`src/rtl/nco_if.sv`:
```
// nco_if: IOb-native CSR bus between a master and the nco slave.
// Carries valid/addr/wdata/wstrb requests and rdata/ready/rvalid replies.
interface nco_if #(
    parameter int ADDR_W = 3,
    parameter int DATA_W = 32
);
    logic                  iob_valid_i;
    logic [ADDR_W-1:0]     iob_addr_i;
    logic [DATA_W-1:0]     iob_wdata_i;
    logic [DATA_W/8-1:0]   iob_wstrb_i;
    logic [DATA_W-1:0]     iob_rdata_o;
    logic                  iob_ready_o;
    logic                  iob_rvalid_o;

    modport master (
        output iob_valid_i,
        output iob_addr_i,
        output iob_wdata_i,
        output iob_wstrb_i,
        input  iob_rdata_o,
        input  iob_ready_o,
        input  iob_rvalid_o
    );

    modport slave (
        input  iob_valid_i,
        input  iob_addr_i,
        input  iob_wdata_i,
        input  iob_wstrb_i,
        output iob_rdata_o,
        output iob_ready_o,
        output iob_rvalid_o
    );
endinterface

```
`src/rtl/nco.sv`:
```
// nco: fractional-period clock generator (PERIOD in 24.8) with IOb CSRs.
// Define IOB_NCO_READBACK_EN to make CSR reads return register contents.
// CSR lanes: 0x0 SOFTRESET=wdata[0]/wstrb[0], 0x1 ENABLE=wdata[8]/wstrb[1],
// 0x4 PERIOD=wdata[31:0] per wstrb byte.
module nco #(
    parameter int DATA_W = 32,
    parameter int ADDR_W = 3,
    parameter int FRAC_W = 8
) (
    input  logic clk_i,
    input  logic cke_i,
    input  logic arst_n_i,
    nco_if.slave iob,
    output logic clk_out_o
);
    localparam logic [DATA_W-1:0] STEP = DATA_W'(1) << FRAC_W;
    localparam logic [DATA_W-1:0] MIN_PER = DATA_W'(2) << FRAC_W;

    logic              softreset;
    logic              enable;
    logic [DATA_W-1:0] period;
    logic [DATA_W-1:0] per_s;
    logic [DATA_W-1:0] acc;
    logic [DATA_W-1:0] acc_next;
    logic [DATA_W-1:0] rd_val;
    logic [DATA_W:0]   nxt;
    logic              wrap;
    logic              run;
    logic              run_q;
    logic              active;
    logic              wr;
    logic              rd;
    logic              sel_sr;
    logic              sel_en;
    logic              sel_per;

    assign iob.iob_ready_o = 1'b1;

    assign wr = iob.iob_valid_i & (|iob.iob_wstrb_i);
    assign rd = iob.iob_valid_i & ~(|iob.iob_wstrb_i);

    assign sel_sr  = iob.iob_addr_i == ADDR_W'(0);
    assign sel_en  = iob.iob_addr_i == ADDR_W'(1);
    assign sel_per = iob.iob_addr_i == ADDR_W'(4);

    // Software-visible control registers, byte-lane writes.
    always_ff @(posedge clk_i or negedge arst_n_i) begin
        if (!arst_n_i) begin
            softreset <= 1'b0;
            enable    <= 1'b0;
            period    <= '0;
        end else if (cke_i && wr) begin
            if (sel_sr && iob.iob_wstrb_i[0]) softreset <= iob.iob_wdata_i[0];
            if (sel_en && iob.iob_wstrb_i[1]) enable <= iob.iob_wdata_i[8];
            if (sel_per) begin
                for (int b = 0; b < DATA_W / 8; b++) begin
                    if (iob.iob_wstrb_i[b]) begin
                        period[8*b +: 8] <= iob.iob_wdata_i[8*b +: 8];
                    end
                end
            end
        end
    end

    // Read mux; compiled out when registers are write-only.
    always_comb begin
        rd_val = '0;
`ifdef IOB_NCO_READBACK_EN
        unique case (1'b1)
            sel_sr:  rd_val[0] = softreset;
            sel_en:  rd_val[8] = enable;
            sel_per: rd_val = period;
            default: rd_val = '0;
        endcase
`endif
    end

    // Read response: one-cycle rvalid pulse, data zero outside of it.
    always_ff @(posedge clk_i or negedge arst_n_i) begin
        if (!arst_n_i) begin
            iob.iob_rvalid_o <= 1'b0;
            iob.iob_rdata_o  <= '0;
        end else if (cke_i) begin
            iob.iob_rvalid_o <= rd;
            iob.iob_rdata_o  <= rd ? rd_val : '0;
        end
    end

    // Phase step and wrap detection, one bit wider so it cannot overflow.
    always_comb begin
        run      = enable & ~softreset & (per_s >= MIN_PER);
        active   = run & run_q;
        nxt      = {1'b0, acc} + {1'b0, STEP};
        wrap     = nxt >= {1'b0, per_s};
        acc_next = wrap ? DATA_W'(nxt - {1'b0, per_s}) : DATA_W'(nxt);
    end

    // Accumulator core; run_q adds one idle edge after start so the
    // first phase is emitted from acc=0 two edges after the enabling write.
    always_ff @(posedge clk_i or negedge arst_n_i) begin
        if (!arst_n_i) begin
            run_q     <= 1'b0;
            acc       <= '0;
            per_s     <= '0;
            clk_out_o <= 1'b0;
        end else if (cke_i) begin
            run_q <= run;
            if (active) begin
                clk_out_o <= acc < (per_s >> 1);
                acc       <= acc_next;
                if (wrap) per_s <= period;
            end else begin
                acc       <= '0;
                per_s     <= period;
                clk_out_o <= 1'b0;
            end
        end
    end
endmodule

```
`src/flat_wrapper.sv`:
```
// flat-port wrapper written by rule: the top's interface ports become plain ports
module nco_flat 
#(
    parameter int DATA_W = 32,
    parameter int ADDR_W = 3,
    parameter int FRAC_W = 8
)
  (clk_i, cke_i, arst_n_i, clk_out_o, iob_iob_valid_i, iob_iob_addr_i, iob_iob_wdata_i, iob_iob_wstrb_i, iob_iob_rdata_o, iob_iob_ready_o, iob_iob_rvalid_o);
  nco_if #(.ADDR_W(ADDR_W), .DATA_W(DATA_W)) iob_i ();
  input  logic clk_i;
  input  logic cke_i;
  input  logic arst_n_i;
  output logic clk_out_o;
  input wire logic [$bits(iob_i.iob_valid_i)-1:0] iob_iob_valid_i;
  input wire logic [$bits(iob_i.iob_addr_i)-1:0] iob_iob_addr_i;
  input wire logic [$bits(iob_i.iob_wdata_i)-1:0] iob_iob_wdata_i;
  input wire logic [$bits(iob_i.iob_wstrb_i)-1:0] iob_iob_wstrb_i;
  output wire logic [$bits(iob_i.iob_rdata_o)-1:0] iob_iob_rdata_o;
  output wire logic [$bits(iob_i.iob_ready_o)-1:0] iob_iob_ready_o;
  output wire logic [$bits(iob_i.iob_rvalid_o)-1:0] iob_iob_rvalid_o;
  assign iob_i.iob_valid_i = iob_iob_valid_i;
  assign iob_i.iob_addr_i = iob_iob_addr_i;
  assign iob_i.iob_wdata_i = iob_iob_wdata_i;
  assign iob_i.iob_wstrb_i = iob_iob_wstrb_i;
  assign iob_iob_rdata_o = iob_i.iob_rdata_o;
  assign iob_iob_ready_o = iob_i.iob_ready_o;
  assign iob_iob_rvalid_o = iob_i.iob_rvalid_o;
  nco #(.DATA_W(DATA_W), .ADDR_W(ADDR_W), .FRAC_W(FRAC_W)) u_core (.clk_i(clk_i), .cke_i(cke_i), .arst_n_i(arst_n_i), .iob(iob_i), .clk_out_o(clk_out_o));
endmodule
```
`config.mk`:
```
export PLATFORM = sky130hd
export DESIGN_NAME = nco_flat
export DESIGN_NICKNAME = d
export VERILOG_FILES = /design/src/rtl/nco_if.sv /design/src/rtl/nco.sv /design/src/flat_wrapper.sv
export SDC_FILE = /design/constraint.sdc
export NUM_CORES = 1
export LEC_CHECK = 0
export ABC_AREA = 0
export CELL_PAD_IN_SITES_DETAIL_PLACEMENT = 1
export CELL_PAD_IN_SITES_GLOBAL_PLACEMENT = 1
export CORE_ASPECT_RATIO = 0.6
export CORE_UTILIZATION = 35
export CTS_CLUSTER_DIAMETER = 50
export DETAILED_ROUTE_END_ITERATION = 12
export PLACE_DENSITY_LB_ADDON = 0.1
export SLEW_MARGIN = 20
export SYNTH_ARGS = -nofsm -noshare
export SYNTH_HDL_FRONTEND = slang
export SYNTH_SLANG_ARGS = --single-unit
```
`constraint.sdc`:
```
create_clock -name clk_i -period 7.2 [get_ports clk_i]
set_input_delay 1.08 -clock clk_i [delete_from_list [all_inputs] [get_ports clk_i]]
set_output_delay 1.08 -clock clk_i [all_outputs]
set_load 0.1 [all_outputs]
```
# Word level (Yosys, flattened, before mapping)

Index checks and enable logic that the tools add are counted.

Flip-flop bits (word level): 101
Bits of input ports: 43
Output and inout port bits: 35
Logic and storage cells: 43

Add/sub/neg operators: 2
Order comparisons: 3
Equality and inequality tests: 3
Mux-type cells: 5
Bitwise gates (word level): 7
Reduce and logical (&&, ||, !) cells: 12

Operator list:

| cell                  | count |
|---|---|
| $mux 32               | 4 |
| $add 32x9->33 const B | 1 |
| $ge 33x32->1          | 1 |
| $ge 32x10->1 const B  | 1 |
| $lt 32x31->1          | 1 |
| $sub 32x32->32        | 1 |
| $reduce_and 3->1      | 4 |
| $reduce_and 2->1      | 3 |
| $and 1x1->1           | 5 |
| $reduce_or 4->1       | 1 |
| $eq 3x1->1 const B    | 1 |
| $eq 3x3->1 const B    | 1 |
| $logic_and 1x1->1     | 3 |
| $logic_not 3->1       | 1 |
| $ne 2x1->1 const B    | 1 |
| $not 1->1             | 2 |
| $mux 1                | 1 |

# Depth between registers and ports, before layout

Word-level depth: 6
Depth in mapped cells: 18
Mapped depth without buffers: 16

# Worst setup path after synthesis

OpenSTA, ideal clock, no wires.

Path kind: register to register
From: register u_core.acc[10]
To: register u_core.per_s[28]
Library setup time: 125 ps
Data arrival time: 3,703 ps
Required time: 7,075 ps
Slack: 3,372 ps
Stages on the path, launching flop included: 18
Path buffers: 2
Period minus slack after synthesis: 3,828 ps
Path through: dfrtp_1 and3_1 nand3_1 or3_1 clkbuf_1 nor3_1 nand4_1 xnor2_1 ha_1 a21o_1 a31oi_1 o21ai_0 a21o_1 nor3_1 o21ai_2 o21ai_2 buf_2 mux2_4

Longest elaborated chain between the ends: 4

Ends and longest elaborated chain:

| item                       | line       | RTL |
|---|---|---|
| from (decl)                | nco.sv:23  | `logic [DATA_W-1:0] acc;` |
| from (signal assigned)     | nco.sv:110 | `acc <= acc_next;` |
| $add 32x9->33              | nco.sv:93  | `nxt = {1'b0, acc} + {1'b0, STEP};` |
| $ge 33x32->1               | nco.sv:94  | `wrap = nxt >= {1'b0, per_s};` |
| $ne 2x1->1 (no line)       | n/a        |  |
| $reduce_and 2->1 (no line) | n/a        |  |
| to (signal assigned)       | nco.sv:111 | `if (wrap) per_s <= period;` |
| to (signal assigned)       | nco.sv:114 | `per_s <= period;` |
| to (decl)                  | nco.sv:22  | `logic [DATA_W-1:0] per_s;` |

Every way passes these cells.
A chain may end at the register's enable or synchronous reset.

# Worst setup path after layout

From: register u_core.acc[10]
To: register u_core.acc[2]

Longest elaborated chain between the ends: 4

Ends and longest elaborated chain:

| item          | line       | RTL |
|---|---|---|
| $add 32x9->33 | nco.sv:93  |  |
| $ge 33x32->1  | nco.sv:94  |  |
| $mux 32       | nco.sv:95  | `acc_next = wrap ? DATA_W'(nxt - {1'b0, per_s}) : DATA_W'(nxt);` |
| $mux 32       | nco.sv:108 | `if (active) begin` |

Every way passes these cells.

==> impl_metrics.json <==
{
  "status": "finished, final reports clean",
  "numPortBuffers": 44,
  "power_frac_clock_pct": 23.1,
  "cts-resized-gates": 0,
  "use_met3_pct": 4.54,
  "grt_pass1_wl_mm": 35.7,
  "vias": 5872,
  "r2r_slack_ns": 2.26,
  "async_reset_ff_share_pct": 100,
  "slowest_delay_ns": 0.49,
  "powerDensity_nw_per_um2": 260,
  "syn_inst": 784,
  "ir_drop_uv": 100,
  "drive_above_1_share_pct": 11.2,
  "cts_tree": "built",
  "clkLatencyLatePin_ns": 0.35,
  "routed_via_density": 5.35,
  "tns_ns": 0,
  "root_buffer": "clkbuf_16",
  "wl_per_cell_um": 20.4,
  "firstDrtPassIters": 5,
  "cp_max_fo": 41,
  "gp_congestion": 0.928,
  "grt_usage_pct": 21.8,
  "cts_made_buffers": 9,
  "crit_path_top_delay_cell": "nand2_1",
  "fin_skew_ns": 0.00540,
  "setup_viol": 0,
  "internal_power_w": 0.00128,
  "p_comb_share_pct": 43.1,
  "drv_cap": 0,
  "yosysMostFrequentCell": "dfrtp_1",
  "critical_path_class": "register to register",
  "p_sw_share_pct": 40.6,
  "start_util_pct": 36.4,
  "final_nets": 927,
  "tightest_slew_ns": 0.980,
  "dp_hpwl_mm": 18.1,
  "clkSlewWorstSetupHoldPaths_ns": 0.07,
  "p_sw_w": 0.000873,
  "cts_setup_buffers": 0,
  "leakage_nw": 3.79,
  "cts_buffer_depth": 2,
  "fin_cells": 1097,
  "routed_wl_mm": 22.4,
  "synth_edf_count": 0,
  "drt_iter0_markers": 496,
  "die_height_um": 115,
  "ant_nets": 0,
  "crit_arrival_ns": 5.20,
  "boundaryPins": 78,
  "worstHoldPathType": "register to register",
  "h-tree-depth": 3,
  "pwr-share-seq_pct": 33.9,
  "slew_headroom_pct": 34.4,
  "area_growth_pct": 12.1,
  "rsz0062_at_grt": "no",
  "grt-busiest-layer": "met1",
  "dieArea_um2": 21700,
  "synth-main-ff-cell": "dfrtp_1",
  "finalHoldViolCount": 0,
  "seqCellArea_um2": 2530,
  "synth_area_per_cell_um2": 9.42,
  "synthTopCellsByArea": "dfrtp_1, ha_1, mux2_4",
  "fin_crit_sh_pct": 68.7,
  "overflow": 0,
  "grt_pass1_vias": 5943,
  "die_width_um": 190,
  "floorplan.rows": 40,
  "met2_usage_pct": 27.0,
  "grt_max_degree": 75,
  "period_minus_slack_ns": 4.94,
  "ys_warn_count": 0,
  "fmax_mhz": 202,
  "multi_input_area_um2": 4380,
  "cts_hold_buf": 0,
  "nFillCells": 2342,
  "dp_cells": 1081,
  "n_antenna_cell": 0,
  "crit_required_ns": 7.46,
  "yosysSeqAreaShare_pct": 34.2,
  "start_kind": "register",
  "synth_top_area_share_pct": 34.2,
  "core_um2": 20300,
  "cts_sinks": 101,
  "hold_ws_ns": 0.507,
  "route.detailed.drc": 0,
  "yosysUniqueCellTypes": 54,
  "grtUsageMet1_pct": 37.0,
  "worstPathCellList": "and3_1 > nand3_1 > or3_1 > nor3_1 > xnor2_1 > ha_1 > nand2_1 > o211ai_1 > o311ai_0 > a31oi_1 > o21ai_0 > o21ai_2 > buf_4 > nand2_1 > o21ai_0",
  "endpoint_kind": "register",
  "yosys.area.top_type": "dfrtp_1",
  "antenna_found_initial": 0,
  "synthTopCellsByCount": "dfrtp_1, inv_1, ha_1",
  "syn_area_um2": 7390,
  "ys_seq_elements": 101,
  "final_max_slew_viol_count": 0
}
layer usage:
metal	vias to the layer above	share of wire, %
li1	2794	-
met4	0	0.70
met2	158	36
met5	-	0
met1	2908	59
met3	12	5.2
cell usage in the layout (no fill, tap or decap), types with 7 or more instances in the layout:
| cell | instances |
|---|---|
| xor2_1 | 12 |
| mux2_2 | 34 |
| clkbuf_16 | 9 |
| nand3_1 | 25 |
| xnor2_1 | 38 |
| a21o_1 | 16 |
| o21bai_1 | 7 |
| ha_1 | 63 |
| nor3_1 | 15 |
| mux2i_1 | 8 |
| nand4_1 | 16 |
| o21ai_0 | 43 |
| nand2_1 | 58 |
| nand2b_1 | 11 |
| mux2_4 | 32 |
| a21oi_1 | 50 |
| o22ai_1 | 17 |
| inv_1 | 66 |
| a31oi_1 | 9 |
| dfrtp_1 | 101 |
| clkdlybuf4s50_1 | 43 |
| conb_1 | 33 |
| nor2_1 | 34 |
| nor4_1 | 11 |
kinds of logic (layout without fill, tap and decap cells):
| logic type | after synthesis | after routing | synth area share, % |
|---|---|---|---|
| AO/OA/AOI/OAI | 177 | 177 | 14.8 |
| XOR/XNOR | 50 | 50 | 5.93 |
| adder cells (fa/ha/maj) | 64 | 64 | 10.9 |
| buffers and inverters | 121 | 130 | 8.25 |
| flip-flops | 101 | 101 | 34.2 |
| multiplexers | 74 | 74 | 12.8 |
| other | 2 | 33 | 0.102 |
| AND/OR/NAND/NOR | 195 | 195 | 13.0 |
worst max-delay path: cells and delay by family, from the launching register on:
kind,cells,cell delay [ns]
fa+ha+maj,1,0.41
simple gates,6,1.77
buf+inv,1,0.48
xor+xnor,1,0.15
compound gates,6,1.54
flops,1,0.47
through the flow:
| step | instance area, µm² | worst slack [ns] | util [%] | total power, W |
|---|---|---|---|---|
| after CTS | 8260 | 1.89 | 40.6 | 0.00216 |
| final | 8280 | 2.26 | 40.8 | 0.00215 |
| after global placement | 7960 | 2.12 | 39.2 | 0.00162 |
| after floorplan | 7500 | 3.37 | - | 0.00138 |
| after global routing | 8280 | 1.84 | 40.8 | 0.00228 |
| after detailed placement | 7960 | 1.93 | 39.2 | 0.00165 |
sequential cells by signal (all words and copies together), names as in the netlist:
register                 cells
u_core.per_s                32
u_core.iob.iob_rvalid_o      1
u_core.period               32
u_core.softreset             1
u_core.enable                1
u_core.run_q                 1
u_core.clk_out_o             1
u_core.acc                  32
area by class of cell:
| class | count | share of cell area (%) |
|---|---|---|
| well taps | 273 | 4.12 |
| flip-flops and latches | 101 | 30.5 |
| multi-input cells | 593 | 52.8 |
| clock inverters | 6 | 0.846 |
| repair buffers | 49 | 5.98 |
| inverters | 66 | 2.99 |
| clock buffers | 9 | 2.72 |
power by group through the flow:
stage | logic (W) | registers [W] | clock network, W
final | 0.000926 | 0.000728 | 0.000496
after floorplan | 0.000664 | 0.000712 | 0
after global routing | 0.00101 | 0.000742 | 0.000531
after detailed placement | 0.000905 | 0.000741 | 0
after CTS | 0.000914 | 0.000730 | 0.000511
after global placement | 0.000887 | 0.000735 | 0
final timing paths:
check / startpoint / endpoint / cells past startpoint
max reg2reg: u_core.acc[10] / u_core.acc[2] / 15
min: u_core.period[29] / u_core.per_s[29] / 1
max: u_core.acc[10] / u_core.acc[2] / 15
min reg2reg: u_core.period[29] / u_core.per_s[29] / 1
min in group asynchronous: arst_n_i / u_core.acc[5] / 1
max in group asynchronous: arst_n_i / u_core.period[23] / 2
Power figures use the tool's default switching activity.
